[src/rtl/dmac_chn_sched_if.sv]
// Bus between the channel register block / transfer engine and the channel scheduler.
// Request side: chntrg_all/chn_en/chn_pri are levels, and xfer_done/xfer_err are one-cycle pulses.
// Grant side: actv_chn_* is valid while actv_chn_vld=1, and chn_start/chn_cmplt/chn_err are one-cycle pulses.
interface dmac_chn_sched_if #(
  parameter int CHN_NUM   = 16,
  parameter int CHN_MUX_W = 4
);
  logic [CHN_NUM-1:0]   chntrg_all;
  logic [CHN_NUM-1:0]   chn_en;
  logic [CHN_NUM-1:0]   chn_pri;
  logic                 arb_mode;
  logic                 xfer_done;
  logic                 xfer_err;
  logic                 actv_chn_vld;
  logic [CHN_NUM-1:0]   actv_chn_cod;
  logic [CHN_MUX_W-1:0] actv_chn_num;
  logic                 chn_start;
  logic [CHN_NUM-1:0]   chn_cmplt;
  logic [CHN_NUM-1:0]   chn_err;

  modport master (
    output chntrg_all, chn_en, chn_pri, arb_mode, xfer_done, xfer_err,
    input  actv_chn_vld, actv_chn_cod, actv_chn_num, chn_start, chn_cmplt, chn_err
  );

  modport slave (
    input  chntrg_all, chn_en, chn_pri, arb_mode, xfer_done, xfer_err,
    output actv_chn_vld, actv_chn_cod, actv_chn_num, chn_start, chn_cmplt, chn_err
  );
endinterface

[src/rtl/dmac_chn_sched.sv]
// DMA channel scheduler: two-level priority arbitration (fixed or round-robin) and
// holds one channel on the transfer engine until it reports done or error.
module dmac_chn_sched #(
  parameter int CHN_NUM   = 16,
  parameter int CHN_MUX_W = 4
) (
  input  logic                 hclk,
  input  logic                 hrst_n,
  dmac_chn_sched_if.slave      bus,
  output logic [1:0]           dbg_state_o,
  output logic [CHN_MUX_W-1:0] dbg_rr_ptr_o
);

  localparam logic [1:0] ST_IDLE  = 2'd0;
  localparam logic [1:0] ST_ARB   = 2'd1;
  localparam logic [1:0] ST_START = 2'd2;
  localparam logic [1:0] ST_BUSY  = 2'd3;

  localparam logic [CHN_NUM-1:0]   ONE_V   = CHN_NUM'(1);
  localparam logic [CHN_MUX_W-1:0] RR_RST  = CHN_MUX_W'(CHN_NUM - 1);

  logic [1:0]           state_q, state_d;
  logic [CHN_MUX_W-1:0] rr_ptr_q, rr_ptr_d;
  logic                 vld_q, vld_d;
  logic [CHN_NUM-1:0]   cod_q, cod_d;
  logic [CHN_MUX_W-1:0] num_q, num_d;
  logic                 start_q, start_d;
  logic [CHN_NUM-1:0]   cmplt_q, cmplt_d;
  logic [CHN_NUM-1:0]   err_q, err_d;

  logic [CHN_NUM-1:0]   elig, hi, lo, sel;
  logic [CHN_NUM-1:0]   fix_gnt, above_msk, msk, rr_gnt, gnt;
  logic [CHN_MUX_W-1:0] gnt_num;

  always_comb begin
    elig = bus.chntrg_all & bus.chn_en;
    hi   = elig & bus.chn_pri;
    lo   = elig & ~bus.chn_pri;
    sel  = (hi != '0) ? hi : lo;

    fix_gnt = sel & (~sel + ONE_V);

    // Round-robin looks strictly above the last grant first, then wraps to the lowest.
    above_msk = {CHN_NUM{1'b1}} << rr_ptr_q;
    above_msk = above_msk << 1;
    msk       = sel & above_msk;
    rr_gnt    = (msk != '0) ? (msk & (~msk + ONE_V)) : fix_gnt;

    gnt = bus.arb_mode ? rr_gnt : fix_gnt;

    gnt_num = '0;
    for (int i = 0; i < CHN_NUM; i++) begin
      if (gnt[i]) gnt_num = gnt_num | CHN_MUX_W'(i);
    end
  end

  always_comb begin
    state_d  = state_q;
    rr_ptr_d = rr_ptr_q;
    vld_d    = vld_q;
    cod_d    = cod_q;
    num_d    = num_q;
    start_d  = 1'b0;
    cmplt_d  = '0;
    err_d    = '0;

    case (state_q)
      ST_IDLE: begin
        if (elig != '0) state_d = ST_ARB;
      end
      ST_ARB: begin
        if (sel != '0) begin
          state_d = ST_START;
          vld_d   = 1'b1;
          cod_d   = gnt;
          num_d   = gnt_num;
          start_d = 1'b1;
          if (bus.arb_mode) rr_ptr_d = gnt_num;
        end else begin
          state_d = ST_IDLE;
        end
      end
      ST_START: begin
        state_d = ST_BUSY;
      end
      ST_BUSY: begin
        // Error takes precedence when the engine reports both in the same cycle.
        if (bus.xfer_err || bus.xfer_done) begin
          state_d = ST_IDLE;
          vld_d   = 1'b0;
          cod_d   = '0;
          num_d   = '0;
          if (bus.xfer_err) err_d   = cod_q;
          else              cmplt_d = cod_q;
        end
      end
      default: begin
        state_d = ST_IDLE;
        vld_d   = 1'b0;
        cod_d   = '0;
        num_d   = '0;
      end
    endcase
  end

  always_ff @(posedge hclk) begin
    if (!hrst_n) begin
      state_q  <= ST_IDLE;
      rr_ptr_q <= RR_RST;
      vld_q    <= 1'b0;
      cod_q    <= '0;
      num_q    <= '0;
      start_q  <= 1'b0;
      cmplt_q  <= '0;
      err_q    <= '0;
    end else begin
      state_q  <= state_d;
      rr_ptr_q <= rr_ptr_d;
      vld_q    <= vld_d;
      cod_q    <= cod_d;
      num_q    <= num_d;
      start_q  <= start_d;
      cmplt_q  <= cmplt_d;
      err_q    <= err_d;
    end
  end

  assign bus.actv_chn_vld = vld_q;
  assign bus.actv_chn_cod = cod_q;
  assign bus.actv_chn_num = num_q;
  assign bus.chn_start    = start_q;
  assign bus.chn_cmplt    = cmplt_q;
  assign bus.chn_err      = err_q;

  assign dbg_state_o  = state_q;
  assign dbg_rr_ptr_o = rr_ptr_q;

endmodule

[src/flat_wrapper.sv]
// flat-port wrapper written by rule: the top's interface ports become plain ports
module dmac_chn_sched_flat 
#(
  parameter int CHN_NUM   = 16,
  parameter int CHN_MUX_W = 4
)
  (hclk, hrst_n, dbg_state_o, dbg_rr_ptr_o, bus_chntrg_all, bus_chn_en, bus_chn_pri, bus_arb_mode, bus_xfer_done, bus_xfer_err, bus_actv_chn_vld, bus_actv_chn_cod, bus_actv_chn_num, bus_chn_start, bus_chn_cmplt, bus_chn_err);
  dmac_chn_sched_if #(.CHN_NUM(CHN_NUM), .CHN_MUX_W(CHN_MUX_W)) bus_i ();
  input  logic hclk;
  input  logic hrst_n;
  output logic [1:0] dbg_state_o;
  output logic [CHN_MUX_W-1:0] dbg_rr_ptr_o;
  input wire logic [$bits(bus_i.chntrg_all)-1:0] bus_chntrg_all;
  input wire logic [$bits(bus_i.chn_en)-1:0] bus_chn_en;
  input wire logic [$bits(bus_i.chn_pri)-1:0] bus_chn_pri;
  input wire logic [$bits(bus_i.arb_mode)-1:0] bus_arb_mode;
  input wire logic [$bits(bus_i.xfer_done)-1:0] bus_xfer_done;
  input wire logic [$bits(bus_i.xfer_err)-1:0] bus_xfer_err;
  output wire logic [$bits(bus_i.actv_chn_vld)-1:0] bus_actv_chn_vld;
  output wire logic [$bits(bus_i.actv_chn_cod)-1:0] bus_actv_chn_cod;
  output wire logic [$bits(bus_i.actv_chn_num)-1:0] bus_actv_chn_num;
  output wire logic [$bits(bus_i.chn_start)-1:0] bus_chn_start;
  output wire logic [$bits(bus_i.chn_cmplt)-1:0] bus_chn_cmplt;
  output wire logic [$bits(bus_i.chn_err)-1:0] bus_chn_err;
  assign bus_i.chntrg_all = bus_chntrg_all;
  assign bus_i.chn_en = bus_chn_en;
  assign bus_i.chn_pri = bus_chn_pri;
  assign bus_i.arb_mode = bus_arb_mode;
  assign bus_i.xfer_done = bus_xfer_done;
  assign bus_i.xfer_err = bus_xfer_err;
  assign bus_actv_chn_vld = bus_i.actv_chn_vld;
  assign bus_actv_chn_cod = bus_i.actv_chn_cod;
  assign bus_actv_chn_num = bus_i.actv_chn_num;
  assign bus_chn_start = bus_i.chn_start;
  assign bus_chn_cmplt = bus_i.chn_cmplt;
  assign bus_chn_err = bus_i.chn_err;
  dmac_chn_sched #(.CHN_NUM(CHN_NUM), .CHN_MUX_W(CHN_MUX_W)) u_core (.hclk(hclk), .hrst_n(hrst_n), .bus(bus_i), .dbg_state_o(dbg_state_o), .dbg_rr_ptr_o(dbg_rr_ptr_o));
endmodule
[config.mk]
export PLATFORM = sky130hd
export DESIGN_NAME = dmac_chn_sched_flat
export DESIGN_NICKNAME = d
export VERILOG_FILES = /design/src/rtl/dmac_chn_sched_if.sv /design/src/rtl/dmac_chn_sched.sv /design/src/flat_wrapper.sv
export SDC_FILE = /design/constraint.sdc
export NUM_CORES = 1
export LEC_CHECK = 0
export BUFFER_PORTS_ARGS = -buffer_cell sky130_fd_sc_hd__buf_4
export CAP_MARGIN = 5
export CORE_MARGIN = 10
export CORE_UTILIZATION = 55
export DETAILED_ROUTE_END_ITERATION = 8
export PLACE_DENSITY = 0.91
export SYNTH_ARGS = -nofsm -noshare
export SYNTH_HDL_FRONTEND = slang
export SYNTH_SLANG_ARGS = --single-unit
[constraint.sdc]
create_clock -name hclk -period 5.09 [get_ports hclk]
set_input_delay 0.2545 -clock hclk [delete_from_list [all_inputs] [get_ports hclk]]
set_output_delay 0.2545 -clock hclk [all_outputs]
set_load 0.05 [all_outputs]
**Word level (Yosys, flattened, before mapping)**

Index checks and enable logic that the tools add are counted.

- Eq/ne operators: 6
- Reduce and logical (&&, ||, !) cells: 13
- $add $sub $neg: 2
- Mux-type cells: 32
- Shift operators: 1
- Bitwise logic cells: 12

Operators with widths:

| cell | number |
|---|---|
| AND 16 bit | 6 |
| 2-to-1 mux 16 bit | 5 |
| nonzero test 16 bit | 4 |
| inverter 16 bit | 3 |
| 2-to-1 mux 4 bit | 10 |
| adder 16 x 1 -> 16 bit, second input constant | 2 |
| case mux 16 bit (2 select lines) | 1 |
| << shifter 16 x 4 -> 15 bit, first input constant | 1 |
| 2-to-1 mux 3 bit | 4 |
| 2-to-1 mux 2 bit | 5 |
| case mux 2 bit (4 select lines) | 1 |
| case mux 4 bit (2 select lines) | 1 |
| inequality test 2 x 1 -> 1 bit, second input constant | 3 |
| AND reduction 3 bit | 2 |
| == test 2 bit, second input constant | 2 |
| 2-to-1 mux 1 bit | 4 |
| AND reduction 2 bit | 2 |
| AND reduction 4 bit | 1 |
| OR reduction 4 bit | 1 |
| inverter 1 bit | 3 |
| == test 2 x 1 -> 1 bit, second input constant | 1 |
| zero test 2 bit | 1 |
| case mux 1 bit (2 select lines) | 1 |
| nonzero test 2 bit | 1 |
| logical OR 1 bit | 1 |

- Register bits: 60
- Output and inout bits: 60
- Input bits: 53

**Depth between registers and ports, before layout**

- Depth in word-level cells: 27
- Gate-level depth with buffers: 14

**Worst setup path after synthesis**

OpenSTA, ideal clock, no wires.

- Path type: register -> register
- Start point: register u_core.rr_ptr_q[1] (netlist: u_core.dbg_rr_ptr_o[1])
- End point: register u_core.rr_ptr_q[0] (netlist: u_core.dbg_rr_ptr_o[0])
- Period minus slack after synthesis: 3.019 ns
- Arrival time: 2.889 ns
- Library setup time: 0.130 ns
- Setup slack: 2.071 ns
- Stages on the path, launching flop included: 13
- Cell sequence: dfxtp_1 > clkbuf_1 > o21a_1 > nor2_1 > nand4_1 > o21ai_1 > a2111oi_2 > nand2_1 > o21ai_2 > buf_4 > nand3_1 > a211oi_2 > a21oi_1

- Longest elaborated chain between the ends: 22
- Elaborated cells between the ends (all ways): 23
- Classes of those cells: add/sub (1); shift (1); mux (17); bitwise (3); reduce/logical (1)

Ends and longest elaborated chain:

| element | RTL line | text |
|---|---|---|
| from (decl) | dmac_chn_sched.sv:23 | `logic [CHN_MUX_W-1:0] rr_ptr_q, rr_ptr_d;` |
| from (signal assigned) | dmac_chn_sched.sv:118 | `rr_ptr_q <= rr_ptr_d;` |
| << shifter 16 x 4 -> 15 bit * | dmac_chn_sched.sv:44 | `above_msk = {CHN_NUM{1'b1}} << rr_ptr_q;` |
| AND 16 bit * | dmac_chn_sched.sv:46 | `msk = sel & above_msk;` |
| inverter 16 bit | dmac_chn_sched.sv:47 | `rr_gnt = (msk != '0) ? (msk & (~msk + ONE_V)) : fix_gnt;` |
| adder 16 x 1 -> 16 bit | dmac_chn_sched.sv:47 |  |
| AND 16 bit | dmac_chn_sched.sv:47 |  |
| 2-to-1 mux 16 bit * | dmac_chn_sched.sv:47 |  |
| 2-to-1 mux 16 bit * | dmac_chn_sched.sv:49 | `gnt = bus.arb_mode ? rr_gnt : fix_gnt;` |
| 2-to-1 mux 1 bit | dmac_chn_sched.sv:53 | `if (gnt[i]) gnt_num = gnt_num \| CHN_MUX_W'(i);` |
| 2-to-1 mux 2 bit (2 in series) | dmac_chn_sched.sv:53 |  |
| 2-to-1 mux 3 bit (4 in series) | dmac_chn_sched.sv:53 |  |
| 2-to-1 mux 4 bit (7 in series) | dmac_chn_sched.sv:53 |  |
| 2-to-1 mux 4 bit * | dmac_chn_sched.sv:53 |  |

Mark *: on every way between the ends. The rest lies on a longest branch, timed or not.
A chain may end at the register's enable or synchronous reset.

**Final worst setup path**

- Start point: register u_core.rr_ptr_q[3] (netlist: u_core.dbg_rr_ptr_o[3])
- End point: register u_core.rr_ptr_q[0] (netlist: u_core.dbg_rr_ptr_o[0])

Same word-level chain as after synthesis.

==> summary.txt <==
Status
  – Status: completed

Finish
  – Final instance area: approximately 4500 um^2
  – Post-layout util: between 70 and 80%
  – Fill count: 451
  – Fin cells: between 600 and 700
  – Nets: about 580
  – Most common cell after layout, fill and taps aside: buf_4
  – Area growth syn-to-layout: 29.1%
  – Layout cells sized above 1: 35.0%
  – Commonest cells after routing, fill and taps aside: 112 x buf_4, 60 x dfxtp_1, 42 x nand2_1
  – Antenna diodes: 0

Clock tree
  – Root Buffer: clkbuf_8
  – TritonCTS clock tree: built
  – CTS Buffer Depth: 2
  – Clk pin slew, worst setup/hold paths: 0.07 ns
  – Skew-Pair Late Insertion Delay: roughly 0.33 ns
  – H-tree Lvls: 3
  – Setup bufs post-CTS: 0
  – Post-CTS Resized: 0
  – CTS Buf Count: 9
  – Hold buffer count at cts: 0
  – TritonCTS sink count: 60

Floorplanning
  – Die area: 9990 um^2
  – Die extent in y: 99.9 um
  – I/O Pins: around 110
  – Initial Utilization: approximately 56%
  – Die width: ~100 um
  – Core area: 6280 um^2
  – Rows: 29

Worst setup path
  – Critical path type: reg2reg
  – CP Capture Type: register
  – CP peak stage delay: slightly above 0.7 ns
  – Worst EP required: roughly 5.3 ns
  – Crit path cell chain: nand2_1 > o21bai_1 > o22ai_1 > or4_4 > o21a_1 > o211a_1 > a211oi_2 > a21oi_1
  – CP delay by family, top: compound AO/OA/AOI/OAI gates
  – Buf/Inv on CP: 0
  – Worst Path Max Fanout: 19
  – Slowest cell on crit path: dfxtp_1
  – Crit path arrival time: 3.60 ns
  – Crit start category: register

Routing
  – Antenna-violating nets left: 0
  – Vias/cell: between 6 and 7
  – Routed wire length: about 12000 um
  – Via Count: ~3800
  – DRC: 0
  – WL/cell: roughly 20 um
  – Drt first-iter violations: between 300 and 400
  – Router iterations before antenna repair: 6

Power and ir drop
  – Comb power frac: about a quarter
  – Clk pwr share: a little over a third
  – Total power: roughly 1.3 mW
  – PwrDens: about 280 nW/um^2
  – P_sw: just over 0.4 mW
  – Internal: approximately 0.88 mW
  – Sequential power share: around two fifths
  – Peak supply drop: 246 uV
  – Leak Pwr: about 2.0 nW
  – Sw Ratio: a little under a third

GRT
  – Grt total ovfl: 0
  – Met1 Use GR: between 20% and 30%
  – GR met2 Demand/Resource: approximately two fifths
  – GR peak layer: met2
  – Largest net degree at the start of global routing: 20
  – Vias in the first global route: between 3000 and 4000
  – GRT met3 Usage: around 7.3%
  – Total GRT Usage: 23.5%
  – Initial antenna violation count: 0
  – First-pass GRT wire length: about 19000 um

Yosys
  – Register area share after synthesis: between 30% and 40%
  – Asr flop ratio synth: 0%
  – Mapped Area: between 3000 and 4000 um^2
  – Avg Cell Area, Syn: ~8.4 um^2
  – Syn Nets: ~470
  – Post-synth EDFFs: 0
  – Post-synth top flop: dfxtp_1
  – Synth warn: 0
  – Library cells used by synthesis: 73
  – Mapped Cells: ~420
  – Register bit total from synthesis: 60

STA
  – Unrepaired setup endpoints after global routing: false
  – Final setup fails: 0
  – Worst hold margin: ~0.23 ns
  – Worst Tran Pin Value: approximately 0.9 ns
  – Period utilisation layout: 67.0%
  – Fin crit period: around 3.4 ns
  – Highest clock rate: 293 MHz
  – Setup_tns: 0 ns
  – Worst Skew: between 0.009 and 0.01 ns
  – Hold Fails Final Rpt: 0
  – PnR worst setup slack: 1.68 ns
  – Rel. slew slack: 40.4%
  – Slew Viols, Final: 0

Place
  – IO buf count: 112
  – DP Area: ~4300 um^2
  – HPWL Detailed: a little under 10000 um
  – Gpl congestion: about 0.98
  – Placed Cells: roughly 600
  – Pre-CTS WS: 1.46 ns

Worst hold path
  – Min-delay worst type: in2reg

Job
  – Max-Cap Viols: 0
-- layout make-up --
type,instances,area [um^2],share of cell area (%)
inverters,6,23.8,0.524
clock inverters,4,72.6,1.60
clock buffers,12,145,3.20
flip-flops and latches,60,1200,26.5
well taps,77,96.3,2.12
repair buffers,112,841,18.5
multi-input cells,335,2160,47.5
-- routing by layer --
| layer | part of all wire, % | vias to the layer above |
|---|---|---|
| li1 | - | 1769 |
| met1 | 40 | 1732 |
| met2 | 46 | 240 |
| met3 | 9.9 | 46 |
| met4 | 4.3 | 0 |
| met5 | 0 | - |
-- power groups by stage --
stage               logic, mW  registers, mW  clock network, mW
floorplan               0.189          0.544                  0
global placement        0.318          0.509                  0
detailed placement      0.318          0.511                  0
CTS                     0.319          0.500              0.465
global route            0.346          0.503              0.487
finish                  0.326          0.501              0.464
-- registers in the layout, summed over array words and instances (netlist names), named ones only --
signal	count
u_core.bus.chn_cmplt	16
u_core.bus.chn_start	1
u_core.dbg_state_o	1
u_core.bus.chn_err	16
u_core.dbg_rr_ptr_o	4
u_core.bus.actv_chn_num	4
u_core.bus.actv_chn_vld	1
u_core.bus.actv_chn_cod	16
-- Yosys cell counts (all sizes together), types with 6 or more instances --
library cell | instances | share of area, %
nand2 | 53 | 6.4
o22ai | 6 | 1.1
nand4 | 9 | 1.8
buf | 10 | 3.3
dfxtp | 60 | 34
o21a | 7 | 1.5
a31oi | 6 | 1.1
nor2 | 27 | 2.9
and2 | 38 | 6.8
nor3 | 15 | 2.3
a21oi | 28 | 4.4
nand3 | 32 | 5.0
o21ai | 31 | 6.0
and3 | 6 | 1.2
-- worst min-delay path, cell delays in order --
cell	delay (ns)
buf_4	0.12
nand2_1	0.08
a31oi_1	0.05
-- final timing paths --
kind                                                      startpoint  slack, ns                              endpoint  cells past startpoint
worst max-delay path             u_core.dbg_rr_ptr_o[3]$_SDFFE_PN1P_       1.68   u_core.dbg_rr_ptr_o[0]$_SDFFE_PN1P_                      8
worst min-delay path                                          hrst_n       0.23    u_core.dbg_state_o[0]$_SDFFE_PN0P_                      3
worst max register to register   u_core.dbg_rr_ptr_o[3]$_SDFFE_PN1P_       1.68   u_core.dbg_rr_ptr_o[0]$_SDFFE_PN1P_                      8
worst min register to register  u_core.bus.actv_chn_vld$_SDFFE_PN0P_       0.45  u_core.bus.actv_chn_vld$_SDFFE_PN0P_                      2
-- kinds of logic (layout without fill, tap and decap cells) --
group | count (synthesis) | in the layout | share of synthesized area, %
simple gates | 202 | 202 | 31.6
compound gates | 128 | 128 | 28.2
flops | 60 | 60 | 34.2
buf+inv | 21 | 134 | 4.56
mux | 5 | 5 | 1.46
Power figures use the tool's default switching activity.
